--- config.mk ---
export PLATFORM = sky130hd
export DESIGN_NAME = stage_skid_reg
export DESIGN_NICKNAME = d
export VERILOG_FILES = /design/src/rtl/pipe_pkg.sv /design/src/rtl/en_reg.sv /design/src/rtl/stage_skid_reg.sv
export SDC_FILE = /design/constraint.sdc
export NUM_CORES = 1
export LEC_CHECK = 0
export ABC_AREA = 1
export CAP_MARGIN = 20
export CORE_UTILIZATION = 45
export CTS_CLUSTER_DIAMETER = 100
export DETAILED_ROUTE_END_ITERATION = 10
export HOLD_SLACK_MARGIN = 0.06
export PLACE_DENSITY = 0.73
export SYNTH_ARGS = -nofsm -noshare
export SYNTH_HDL_FRONTEND = slang
export SYNTH_SLANG_ARGS = --single-unit
export TNS_END_PERCENT = 20
--- constraint.sdc ---
create_clock -name clk -period 3.6 [get_ports clk]
set_input_delay 0.9 -clock clk [delete_from_list [all_inputs] [get_ports clk]]
set_output_delay 0.9 -clock clk [all_outputs]
set_load 0.02 [all_outputs]
--- src/rtl/pipe_pkg.sv ---
`default_nettype none
// ============================================================================
// Module      : pipe_pkg
// Description : Shared state encoding and default payload width for the
//               inter-stage pipeline registers.
// Revision    : 1.0 - initial release
// ============================================================================
package pipe_pkg;

    localparam int PIPE_W = 32;

    typedef enum logic [1:0] {
        ST_EMPTY = 2'd0,
        ST_ONE   = 2'd1,
        ST_TWO   = 2'd2
    } state_t;

endpackage : pipe_pkg
`default_nettype wire

--- src/rtl/en_reg.sv ---
`default_nettype none
// ============================================================================
// Module      : en_reg
// Description : WIDTH-bit register with async active-low reset, synchronous
//               clear (dominant over load) and load enable.
// Revision    : 1.0 - initial release
// ============================================================================
module en_reg #(
    parameter int WIDTH = 32
) (
    input  logic             clk,
    input  logic             rst_n,
    input  logic             i_clr,
    input  logic             i_en,
    input  logic [WIDTH-1:0] i_d,
    output logic [WIDTH-1:0] o_q
);

    logic [WIDTH-1:0] r_q;

    always_ff @(posedge clk or negedge rst_n) begin
        if (!rst_n) begin
            r_q <= '0;
        end else if (i_clr) begin
            r_q <= '0;
        end else if (i_en) begin
            r_q <= i_d;
        end
    end

    assign o_q = r_q;

endmodule : en_reg
`default_nettype wire

--- src/rtl/stage_skid_reg.sv ---
`default_nettype none
// ============================================================================
// Module      : stage_skid_reg
// Description : Two-entry valid/ready skid register between pipeline stages;
//               fully registered handshake, full throughput, sync flush.
// Revision    : 1.0 - initial release
// ============================================================================
module stage_skid_reg
    import pipe_pkg::*;
#(
    parameter int WIDTH = PIPE_W
) (
    input  logic             clk,
    input  logic             rst_n,
    input  logic             flush,
    input  logic             in_valid,
    output logic             in_ready,
    input  logic [WIDTH-1:0] in_data,
    output logic             out_valid,
    input  logic             out_ready,
    output logic [WIDTH-1:0] out_data,
    output logic [1:0]       level
);

    state_t           r_state;
    state_t           w_state_nxt;
    logic             w_acc;
    logic             w_pop;
    logic             w_main_ld;
    logic             w_skid_ld;
    logic             w_main_from_skid;
    logic [WIDTH-1:0] w_main_d;
    logic [WIDTH-1:0] w_skid_q;

    // Handshake outputs depend only on r_state, never on the opposite side.
    assign in_ready  = (r_state != ST_TWO);
    assign out_valid = (r_state != ST_EMPTY);
    assign level     = r_state;

    assign w_acc = in_valid & in_ready;
    assign w_pop = out_valid & out_ready;

    always_ff @(posedge clk or negedge rst_n) begin
        if (!rst_n) begin
            r_state <= ST_EMPTY;
        end else begin
            r_state <= w_state_nxt;
        end
    end

    always_comb begin
        w_state_nxt      = r_state;
        w_main_ld        = 1'b0;
        w_skid_ld        = 1'b0;
        w_main_from_skid = 1'b0;
        if (flush) begin
            w_state_nxt = ST_EMPTY;
        end else begin
            case (r_state)
                ST_EMPTY: begin
                    if (w_acc) begin
                        w_main_ld   = 1'b1;
                        w_state_nxt = ST_ONE;
                    end
                end
                ST_ONE: begin
                    if (w_acc && w_pop) begin
                        w_main_ld = 1'b1;
                    end else if (w_acc) begin
                        w_skid_ld   = 1'b1;
                        w_state_nxt = ST_TWO;
                    end else if (w_pop) begin
                        w_state_nxt = ST_EMPTY;
                    end
                end
                ST_TWO: begin
                    if (w_pop) begin
                        w_main_ld        = 1'b1;
                        w_main_from_skid = 1'b1;
                        w_state_nxt      = ST_ONE;
                    end
                end
                default: begin
                    w_state_nxt = ST_EMPTY;
                end
            endcase
        end
    end

    assign w_main_d = w_main_from_skid ? w_skid_q : in_data;

    en_reg #(.WIDTH(WIDTH)) u_main (
        .clk   (clk),
        .rst_n (rst_n),
        .i_clr (flush),
        .i_en  (w_main_ld),
        .i_d   (w_main_d),
        .o_q   (out_data)
    );

    en_reg #(.WIDTH(WIDTH)) u_skid (
        .clk   (clk),
        .rst_n (rst_n),
        .i_clr (flush),
        .i_en  (w_skid_ld),
        .i_d   (in_data),
        .o_q   (w_skid_q)
    );

endmodule : stage_skid_reg
`default_nettype wire

# Word level (Yosys, flattened, before mapping)
# Index checks and enable logic that the tools add are counted.
# Widths: inputs -> output; s select.
[totals] ff_bits=66 latch_bits=0 ramBits=0 rom_bits=0 inputBits=37 output_inout_bits=36 wordCells=40 memories=0
[op_classes] addsub=0 n_mul=0 div=0 order_cmp=0 n_eq_ne=7 shift=0 n_mux=22 bitwise=2 n_reduce_logical=6
[op_table] op="$mux 32" count=5
[op_table] op="$mux 2" count=6
[op_table] op="$mux 1" count=9
[op_table] op="$ne 3x3->1 const B" count=3
[op_table] op="$pmux 2 s3" count=1
[op_table] op="$reduce_bool 2->1" count=3
[op_table] op="$ne 4x4->1 const B" count=1
[op_table] op="$reduce_and 4->1" count=1
[op_table] op="$pmux 1 s3" count=1
[op_table] op="$and 1x1->1" count=2
[op_table] op="$eq 2x1->1 const B" count=1
[op_table] op="$eq 2x2->1 const B" count=1
[op_table] op="$logic_not 2->1" count=1
[op_table] op="$ne 2x2->1 const B" count=1
[op_table] op="$logic_and 1x1->1" count=1

# Longest topological paths before layout
[depth] word_depth=8 ltp_mapped=8 mapped_depth_nobuf=7

# Cells and area by module
# From an unflattened synthesis, not the netlist that was laid out.
[hier_totals] hier_cells=411 area_unflattened_um2=3474.6
[modules_own_cells] mod="en_reg" instances=2 cells_per_inst=140 area_each_um2=1351.3 seq_area_each_um2=800.8
[modules_own_cells] mod="stage_skid_reg" instances=1 cells_per_inst=131 area_each_um2=772.0 seq_area_each_um2=50.0

# Worst setup path before layout
# Ideal clock, no wire load.
[synth_timing] path_type="flip-flop to output port" startpoint="register r_state[0], in the netlist level[0]" endpoint="output out_valid" arrival_ps=842 required_time_ps=2700 setup_slack_ps=1858 stages_incl_launch_ff=3 path_buffers=0 path_cell_list="dfrtp_1 inv_2 nand2_1"
[synth_via] elab_chain_len=1
[synth_lines] element="start, declared" line_no="stage_skid_reg.sv:25" source="state_t r_state;"
[synth_lines] element="start signal, assigned" line_no="stage_skid_reg.sv:47" source="r_state <= w_state_nxt;"
[synth_lines] element="$reduce_bool 2->1" line_no="stage_skid_reg.sv:37" source="assign out_valid = (r_state != ST_EMPTY);"
[synth_lines] element="end, declared" line_no="stage_skid_reg.sv:19" source="output logic out_valid,"
# No other way between the ends.

# Worst setup path in the final report
# Ends and elaborated chain as after synthesis.

==> results.yml <==
die:
  pin_count: 73
  num_rows: 29
  fp.dieW_um: 85.0
  fp.coreArea_um2: 6490
  die_y_um: 85.0
  die_area_um2: 7230
  initial_core_util_pct: 47.8
synthesis:
  yosysWarnings: 0
  syn_inst: 378
  synth_cell_types: 19
  ys_ff_latch: 66
  syn_area_um2: 3100
  avgSynthCellArea_um2: 8.21
  synth_fp_nets: 415
  ys_seq_area_share_pct: 53.2
sta:
  holdWs_ps: 508
  relSlewSlack_pct: 48.2
  tightest_slew_ps: 775
  worst_slack_ps: 998
  tns_ps: 0
  slew_violations: 0
  final-hold-violation-count: 0
  period_needed_ps: 2600
  rsz0062_at_grt: "no"
  fin_worst_skew_ps: 8.98
  max_freq_mhz: 384
  setup_viol: 0
  fin_crit_sh_pct: 72.3
power:
  power.density_nw_per_um2: 490
  power.leakage_nw: 1.91
  totalPowerFinal_mw: 1.99
  ir_worst_vdd_mv: 0.239
hold_path:
  hp-class: "flop to flop"
  holdPathStages: 2
  min_to: "u_main.o_q[12]"
  hold_start: "u_main.o_q[12]"
route:
  ant_nets: 0
  wl_um: 7360
  vias_per_cell: 5.28
  num_vias: 2773
  dr.pass1.iters: 4
  wl_per_cell_um: 14.0
  first_iter_violations: 192
  drc: 0
flow_run:
  drv_cap: 0
setup_path:
  reg2reg_from: "level[0]"
  cp.arrival_ps: 1700
  startpoint_type: "flop"
  critical_path.endpoint_type: "output pin"
  crit_fanout: 8
  crit_required_ps: 2700
  r2r_slack_ps: 1740
  r2r_cells: 6
  worstSetupPathType: "flop to output pin"
  worstReg2RegEnd: "u_main.o_q[14]"
cts:
  cts_root_buf: "clkbuf_8"
  htreeDepth: 3
  clock-sinks: 66
  cts_buffers: 9
  hold_buffers: 0
  clk_pin_slew_ps: 70
  post_cts_buffers: 0
  clock_latency_ps: 350
  cts_max_path_buffers: 2
  cts_tree: "done"
  cts-resized-gates: 0
placement:
  place_inst: 509
  hpwl_um: 4550
  placed_area_um2: 3820
  globalplace.congestion: 0.790
  post-place-ws_ps: 857
  io_buffers: 72
finish:
  syn_to_final_growth_pct: 30.8
  fill_cells: 567
  drive_above_1_share_pct: 8.48
  fin_util_pct: 62.5
  nNetsFinal: 480
  final_cell_mix: "nand2_1 (105), clkdlybuf4s50_1 (71), nand3_1 (66), dfrtp_1 (66)"
  final_common_cell: "nand2_1"
  antennaDiodeCount: 0
  fin_cells: 525
  final_cell_area_um2: 4060
global_route:
  antenna_found_initial: 0
  overflow: 0
  grt_pass1_wl_um: 12600
  grt_pass1_vias: 2759
  grt_max_degree: 53
  gr-usage-all-layers_pct: 22.1
outcome:
  status: "complete, no violations"
## sequential cells by signal, summed over array words and instances, names as in the netlist
| register | flops |
|---|---|
| level | 2 |
| u_main.o_q | 32 |
| u_skid.o_q | 32 |
## worst max path at each step
stage                     depth (start not counted)  startpoint        endpoint  slack [ps]
after floorplan                                   2    level[0]       out_valid        1860
after global placement                            7       flush  u_main.o_q[15]         900
after detailed placement                          8       flush   u_main.o_q[7]         860
after CTS                                         3    level[0]       out_valid        1000
after global routing                              3    level[0]       out_valid         950
final                                             3    level[0]       out_valid        1000
## synthesized netlist by cell type, drive strengths merged
cell | count | area [µm²]
buf | 17 | 130
clkbuf | 8 | 32.5
clkinv | 1 | 3.75
dfrtp | 66 | 1650
inv | 38 | 143
nand2 | 109 | 419
nand3 | 67 | 340
nand4 | 2 | 12.5
nor2 | 3 | 23.8
o21ai | 67 | 347
## logic make-up after synthesis
kind of cell | after synthesis | synth area share [%]
buffers and inverters | 64 | 9.96
AND/OR/NAND/NOR | 181 | 25.6
flip-flops | 66 | 53.2
AO/OA/AOI/OAI | 67 | 11.2
## worst max-delay path: stages, from the launching register on
cell,delay (ps)
dfrtp_1,540
inv_2,80
nand2_1,120
clkdlybuf4s50_1,630
## layout make-up
| class | instances | area (µm²) | share of cell area [%] |
|---|---|---|---|
| sequential | 66 | 1650 | 40.7 |
| multi-input combinational | 248 | 1140 | 28.1 |
| timing repair buffer | 79 | 781 | 19.2 |
| inverter | 39 | 146 | 3.61 |
| clock buffer | 9 | 124 | 3.05 |
| clock inverter | 7 | 118 | 2.90 |
| tap | 77 | 96.3 | 2.37 |
## power breakdown
part	total (mW)	internal, mW	switching [mW]
combinational	0.402	0.168	0.235
clock	0.754	0.458	0.296
sequential	0.834	0.798	0.0357
total	1.99	1.42	0.566
## per-layer routing
layer	wire length (µm)	vias to the layer above	GRT usage, %
met5	0	-	0
met4	98	0	9.86
met3	466	9	3.11
met2	3420	93	36.5
met1	3370	1325	29.1
li1	-	1346	-
Note: power is estimated with default switching activity, not from simulation.
